`config.mk`:
```
export PLATFORM = sky130hd
export DESIGN_NAME = array_check_arbiter
export DESIGN_NICKNAME = d
export VERILOG_FILES = /design/src/rtl/array_check_pkg.sv /design/src/rtl/rr_arbiter_2.sv /design/src/rtl/array_check_arbiter.sv
export SDC_FILE = /design/constraint.sdc
export NUM_CORES = 1
export LEC_CHECK = 0
export CAP_MARGIN = 20
export CORE_MARGIN = 1
export CORE_UTILIZATION = 41
export CTS_BUF_LIST = sky130_fd_sc_hd__clkbuf_2 sky130_fd_sc_hd__clkbuf_4 sky130_fd_sc_hd__clkbuf_8
export CTS_CLUSTER_DIAMETER = 80
export DETAILED_ROUTE_END_ITERATION = 7
export PLACE_DENSITY = 0.81
export SYNTH_ARGS = -nofsm -noshare
export SYNTH_HDL_FRONTEND = slang
export SYNTH_SLANG_ARGS = --single-unit
```
`constraint.sdc`:
```
create_clock -name clock -period 1.61 [get_ports clock]
set_input_delay 0.4025 -clock clock [delete_from_list [all_inputs] [get_ports clock]]
set_output_delay 0.4025 -clock clock [all_outputs]
set_load 0.005 [all_outputs]
```
`src/rtl/array_check_pkg.sv`:
```
// Shared types and constants for the array_check_arbiter slice.
package array_check_pkg;

    localparam int unsigned IDX_W              = 5;
    localparam int unsigned CLIENTS            = 2;
    localparam int unsigned DEF_GO_CYCLES      = 2;
    localparam int unsigned DEF_TIMEOUT_CYCLES = 64;

    typedef logic [$clog2(CLIENTS)-1:0] client_t;

    typedef enum logic [2:0] {
        IDLE,
        GRANT,
        GO,
        WAIT,
        RESP
    } state_t;

endpackage

```
`src/rtl/rr_arbiter_2.sv`:
```
// Combinational two-way round-robin pick; the caller owns the `last` register.
module rr_arbiter_2
    import array_check_pkg::*;
(
    input  logic    req0,
    input  logic    req1,
    input  client_t last,
    output client_t winner,
    output logic    valid
);

    always_comb begin
        valid  = req0 | req1;
        winner = '0;
        if (req0 && req1) begin
            winner = ~last;
        end else if (req1) begin
            winner = client_t'(1);
        end
    end

endmodule

```
`src/rtl/array_check_arbiter.sv`:
```
// Two-client round-robin front end for a shared arraySortCheck engine.
// Optional WAIT watchdog enabled by defining ARRAY_CHECK_TIMEOUT_EN.
module array_check_arbiter
    import array_check_pkg::*;
#(
    parameter int unsigned GO_CYCLES      = DEF_GO_CYCLES,
    parameter int unsigned TIMEOUT_CYCLES = DEF_TIMEOUT_CYCLES
) (
    input  logic             clock,
    input  logic             reset,
    input  logic             req0,
    input  logic [IDX_W-1:0] array0,
    input  logic [IDX_W-1:0] length0,
    input  logic             req1,
    input  logic [IDX_W-1:0] array1,
    input  logic [IDX_W-1:0] length1,
    output logic             grant0,
    output logic             grant1,
    output logic             resp_valid0,
    output logic             resp_valid1,
    output logic             resp_sorted,
    output logic             resp_error,
    output logic             busy,
    output logic             eng_go,
    output logic [IDX_W-1:0] eng_array,
    output logic [IDX_W-1:0] eng_length,
    input  logic             eng_done,
    input  logic             eng_sorted
);

    localparam int unsigned GO_W = (GO_CYCLES > 1) ? $clog2(GO_CYCLES) : 1;

    if (GO_CYCLES < 1 || TIMEOUT_CYCLES < 1) begin : g_param_check
        $error("GO_CYCLES and TIMEOUT_CYCLES must be at least 1");
    end

    state_t           state, state_next;
    client_t          last, owner, arb_winner;
    logic             arb_valid;
    logic [IDX_W-1:0] arr_q, len_q;
    logic [GO_W-1:0]  go_cnt;
    logic             armed;
    logic             sorted_q;
    logic             done_hit;
    logic             timeout_hit;

    rr_arbiter_2 u_arb (
        .req0   (req0),
        .req1   (req1),
        .last   (last),
        .winner (arb_winner),
        .valid  (arb_valid)
    );

    // A done only counts once the engine has been seen low in this WAIT,
    // so a done still high from the previous job is ignored.
    assign done_hit = (state == WAIT) && armed && eng_done;

`ifdef ARRAY_CHECK_TIMEOUT_EN
    localparam int unsigned TMO_W = (TIMEOUT_CYCLES > 1) ? $clog2(TIMEOUT_CYCLES) : 1;

    logic [TMO_W-1:0] tmo_cnt;
    logic             error_q;

    assign timeout_hit = (state == WAIT) && !done_hit
                         && (tmo_cnt == TMO_W'(TIMEOUT_CYCLES - 1));

    always_ff @(posedge clock) begin
        if (reset) begin
            tmo_cnt <= '0;
            error_q <= 1'b0;
        end else begin
            if (state == WAIT) begin
                tmo_cnt <= tmo_cnt + 1'b1;
            end else begin
                tmo_cnt <= '0;
            end
            if (state == GRANT) begin
                error_q <= 1'b0;
            end else if (timeout_hit) begin
                error_q <= 1'b1;
            end
        end
    end

    assign resp_error = (state == RESP) && error_q;
`else
    assign timeout_hit = 1'b0;
    assign resp_error  = 1'b0;
`endif

    always_ff @(posedge clock) begin
        if (reset) begin
            state <= IDLE;
        end else begin
            state <= state_next;
        end
    end

    always_comb begin
        state_next = state;
        case (state)
            IDLE: begin
                if (arb_valid) begin
                    state_next = GRANT;
                end
            end
            GRANT: begin
                state_next = (len_q == '0) ? RESP : GO;
            end
            GO: begin
                if (go_cnt == GO_W'(GO_CYCLES - 1)) begin
                    state_next = WAIT;
                end
            end
            WAIT: begin
                if (done_hit || timeout_hit) begin
                    state_next = RESP;
                end
            end
            RESP: begin
                state_next = IDLE;
            end
            default: begin
                state_next = IDLE;
            end
        endcase
    end

    always_ff @(posedge clock) begin
        if (reset) begin
            last     <= client_t'(1);
            owner    <= '0;
            arr_q    <= '0;
            len_q    <= '0;
            go_cnt   <= '0;
            armed    <= 1'b0;
            sorted_q <= 1'b0;
        end else begin
            case (state)
                IDLE: begin
                    if (arb_valid) begin
                        owner <= arb_winner;
                        arr_q <= (arb_winner == client_t'(1)) ? array1  : array0;
                        len_q <= (arb_winner == client_t'(1)) ? length1 : length0;
                    end
                end
                GRANT: begin
                    last   <= owner;
                    go_cnt <= '0;
                    if (len_q == '0) begin
                        sorted_q <= 1'b1;
                    end
                end
                GO: begin
                    go_cnt <= go_cnt + 1'b1;
                    armed  <= 1'b0;
                end
                WAIT: begin
                    if (!eng_done) begin
                        armed <= 1'b1;
                    end
                    if (done_hit) begin
                        sorted_q <= eng_sorted;
                    end else if (timeout_hit) begin
                        sorted_q <= 1'b0;
                    end
                end
                default: begin
                end
            endcase
        end
    end

    assign busy        = (state != IDLE);
    assign grant0      = (state == GRANT) && (owner == client_t'(0));
    assign grant1      = (state == GRANT) && (owner == client_t'(1));
    assign resp_valid0 = (state == RESP)  && (owner == client_t'(0));
    assign resp_valid1 = (state == RESP)  && (owner == client_t'(1));
    assign resp_sorted = (state == RESP)  && sorted_q;
    assign eng_go      = (state == GO);
    assign eng_array   = arr_q;
    assign eng_length  = len_q;

endmodule

```
# Word-level counts from Yosys, hierarchy flattened
# Index checks and enable logic that the tools add are counted.
# Widths: inputs -> output; s select.
# totals
output_inout_bits	18
word_cells	54
regBits	18
# op_classes
addsub	1
n_reduce_logical	18
muxes	15
n_bitwise	3
n_eq_ne	9
# op_table
op	count
$mux 3	4
$pmux 3 s4	1
$mux 5	2
$logic_and 1x1->1	8
$ne 2x2->1 const B	4
$eq 3x2->1 const B	2
$pmux 1 s2	3
$reduce_and 3->1	2
$reduce_bool 2->1	3
$logic_not 5->1	1
$mux 1	5
$reduce_and 2->1	2
$eq 3x1->1 const B	1
$eq 3x3->1 const B	1
$logic_not 3->1	1
$reduce_bool 3->1	1
$ne 2x1->1 const B	1
$not 1->1	2
$add 1x1->1 const B	1
$or 1x1->1	1

# Logic depth before layout (Yosys ltp)
# depth
depth_word	5
mapped_depth	5

# Hierarchy
# A second synthesis with hierarchy kept.
# unflattened
cells_unflattened	99
area_unflattened_um2	947.2
# by_module_without_submodules
mod	n_inst	area_per_inst_um2	seq_area_each_um2	cells_per_inst
array_check_arbiter	1	933.4	360.3	97
rr_arbiter_2	1	13.8	0.0	2

# Worst setup path after synthesis
# No wires, ideal clock.
# synth_timing
kind	register to output
start	register state[0]
end	output port grant0
t_arrival_ps	934
t_required_ps	1207
stages_incl_launch_ff	4
path_buffers	1
path_slack_ps	274
cell_sequence	dfxtp_1 > buf_2 > nor3b_1 > nor2b_1
# synth_via
elab_chain_cells	2
# synth_rtl
item	line_no	source
start, declared	array_check_arbiter.sv:37	state_t state, state_next;
start signal, assigned	array_check_arbiter.sv:96	state <= state_next;
$eq 3x1->1	array_check_arbiter.sv:176	assign grant0 = (state == GRANT) && (owner == client_t'(0));
$logic_and 1x1->1	array_check_arbiter.sv:176	
end, declared	array_check_arbiter.sv:17	output logic grant0,
# No other way between the ends.

# Worst setup path after layout
# layout_timing
start	register state[1]
end	output port grant1
# layout_via
elab_chain_cells	2
# layout_rtl
item	line_no	source
$eq 3x1->1	array_check_arbiter.sv:177	assign grant1 = (state == GRANT) && (owner == client_t'(1));
$logic_and 1x1->1	array_check_arbiter.sv:177	
end, declared	array_check_arbiter.sv:18	output logic grant1,
# No other way between the ends.

==> summary.md <==
| Metric | Value |
|---|---|
| Clock buffer count from CTS | `3` |
| Asr flop ratio synth | `0` |
| Flops & latches, synth | `18` |
| Final Hold Vio Count | `0` |
| Mean Syn Cell Area | `a little under 9 um2` |
| Nets@finish | `197` |
| Critical Path Source | `state[1]` |
| # rows | `16` |
| Run status | `finished, violations left` |
| Main flop type after synthesis | `dfxtp_1` |
| Die Y | `a little under 50 um` |
| Logic pwr share | `0.493` |
| Total core area | `around 0.0020 mm2` |
| Synth area leaders | `dfxtp_1 39%, a221oi_1 9.5%, o32ai_1 9.5%` |
| Inserted Diodes | `0` |
| Switching Fraction | `0.318` |
| Final clock skew | `0.00348 ns` |
| Psw | `between 500 and 600 uW` |
| Yosys top cell area share | `0.392` |
| Clock sink count | `18` |
| Initial Util | `0.450` |
| VDD IR max | `0.821 mV` |
| Post-Route WL | `about 2900 um` |
| Clock group share of total power | `0.157` |
| Post-synthesis instance total | `104` |
| Routed Antenna Nets | `0` |
| Initial antenna violation count | `0` |
| Hold-fix buffers, CTS | `0` |
| Setup Viol. Count Final | `5` |
| Net Count, Synth | `130` |
| Delay of the slowest cell on the worst path | `0.37 ns` |
| HP Start | `eng_array[3]` |
| Synth Warn # | `0` |
| Placer congestion estimate | `0.827` |
| Final instance area | `0.00164 mm2` |
| Avg WL per Cell | `14.5 um` |
| Final worst path period need | `~1.7 ns` |
| Via/cell ratio | `5.52` |
| Crit Path Max Fanout | `3` |
| Max-cap viol count | `0` |
| Crit Reg-Reg Startpoint | `state[1]` |
| Root buffer cell | `clkbuf_4` |
| # H-tree levels | `1` |
| Vias in the first global route | `1056` |
| Power Density | `1080 mW/mm2` |
| Commonest cells post-synth | `18 x dfxtp_1, 11 x inv_1, 10 x a221oi_1, 10 x o32ai_1, 6 x nor2_1` |
| Most frequent cell after synthesis | `dfxtp_1` |
| Gr ovfl total | `0` |
| HPWL after detailed placement | `1920 um` |
| Setup TNS Final | `-0.195 ns` |
| Min-Delay Path Class | `reg2reg` |
| Slowest stage cell, crit path | `dfxtp_4` |
| Iteration-0 DRC Markers | `15` |
| DIE WIDTH | `49.3 um` |
| DR pass1 iterations | `4` |
| Number of synthesized flops with an enable pin | `0` |
| Share of layout cells above drive strength 1 | `0.347` |
| Failing checks | `negative setup slack` |
| Required time worst endpoint | `1.21 ns` |
| Flop pwr share | `0.350` |
| Syn-to-layout area delta | `78.1%` |
| Leakage | `0.672 nW` |
| Most used cell, CP | `buf_6` |
| Gr usage total | `0.245` |
| Largest net degree at the start of global routing | `12` |
| Worst-Skew Late Latency | `0.29 ns` |
| DIE AREA | `0.00243 mm2` |
| Mapped cell area | `918 um2` |
| Internal | `roughly 1.2 mW` |
| CTS clk-pin slew, worst paths | `0.11 ns` |
| # DRC | `0` |
| Cell Area, Placed | `0.00143 mm2` |
| First-pass GRT wire length | `4560 um` |
| Period utilisation layout | `1.06` |
| I/O Buffers | `42` |
| Worst Setup Slack, final | `-0.102 ns` |
| CTS tree | `done` |
| Clock buffer depth | `2` |
| RSZ-0062 raised after global routing | `yes` |
| CP endpoint kind | `output pin` |
| Sequential-to-total area share from yosys stat | `0.392` |
| Slew Limit Fails | `0` |
| Post-synth top area cell | `dfxtp_1` |
| DR vias | `approximately 1100` |
| Post-Route Hold Slack | `between 0.4 and 0.5 ns` |
| CP Cell Sequence | `buf_6 -> nor3b_4 -> buf_4 -> and2_4 -> buf_6` |
| WS Path Type | `reg2out` |
| Startpoint Class | `register` |
| Synth unique cells | `34` |
| Fmax achieved | `0.584 GHz` |
| Arrival time at the worst endpoint | `1.31 ns` |
| # IOs | `between 40 and 50` |
==> stage by stage <==
step,instances,setup WS (ns),util,power (mW)
floorplan,104,0.274,-,0.925
global placement,180,-0.218,0.702,1.27
detailed placement,180,-0.260,0.702,1.29
CTS,192,-0.107,0.764,1.67
global route,197,-0.173,0.801,1.88
finish,197,-0.102,0.801,1.77
==> state kept, by name (all words and copies together) (netlist names) <==
name,cells
last,1
armed,1
owner,1
eng_length,5
state,3
eng_array,5
go_cnt,1
sorted_q,1
==> routing by layer <==
metal | track usage | vias up | part of all wire
li1 | - | 521 | -
met1 | 0.259 | 510 | 0.39
met2 | 0.470 | 54 | 0.53
met3 | 0.0498 | 2 | 0.064
met4 | 0.0833 | 0 | 0.0081
met5 | 0 | - | 0
==> cell type report <==
type | count | area [um2]
repair buffers | 70 | 634
clock buffers | 4 | 36.3
flip-flops and latches | 18 | 378
inverters | 13 | 48.8
well taps | 27 | 33.8
multi-input cells | 65 | 504
fillers | 150 | 407
==> placed cells by master, fill, tap and decap left out, drive strengths merged <==
master,Yosys,routed
nand3,2,2
o21ai,6,6
nand2,2,2
o21ba,1,1
o311a,1,1
conb,1,1
nor2,6,6
and3,3,3
o32ai,10,10
o211ai,1,1
nor2b,4,4
or3,3,3
or4,1,1
a21boi,2,2
a221oi,10,10
dfxtp,18,18
and2,2,2
clkbuf,3,4
buf,5,35
nand2b,1,1
a21bo,1,1
o31ai,1,1
a21oi,2,2
nor3b,2,2
nor3,3,3
inv,13,13
clkdlybuf4s50,0,35
==> worst paths after layout <==
path / end / slack, ns / depth (start not counted)
hold reg to reg: eng_array[3] / 0.47 / 2
hold / removal: eng_array[3] / 0.47 / 2
setup / recovery: grant1 / -0.10 / 5
setup reg to reg: eng_array[1] / 0.04 / 7
==> worst max-delay path, delay by kind of cell (launching register included) <==
kind | cells | cell delay, ns
simple gates | 2 | 0.31
buf+inv | 3 | 0.34
flops | 1 | 0.37
==> kinds of logic (layout without fill, tap and decap cells) <==
family,count (synthesis),count (layout),synth area share
AO/OA/AOI/OAI,35,35,0.304
buffers and inverters,21,87,0.110
flip-flops,18,18,0.392
other,1,1,0.00408
AND/OR/NAND/NOR,29,29,0.189
==> power groups by stage <==
stage / logic (mW) / clock network [mW] / registers (mW)
after floorplan: 0.327 / 0 / 0.597
after global placement: 0.661 / 0 / 0.607
after detailed placement: 0.677 / 0 / 0.608
after CTS: 0.779 / 0.278 / 0.612
after global routing: 0.943 / 0.300 / 0.632
final: 0.873 / 0.278 / 0.619
==> timing repair <==
| item | 4_1_cts | 5_1_grt |
|---|---|---|
| buffers inserted | 9 | 6 |
| hold endpoints to repair | 0 | 0 |
| pin swaps | 6 | 2 |
| setup endpoints to repair | 8 | 19 |
| gates resized for setup | 45 | 13 |
Power figures use the tool's default switching activity.
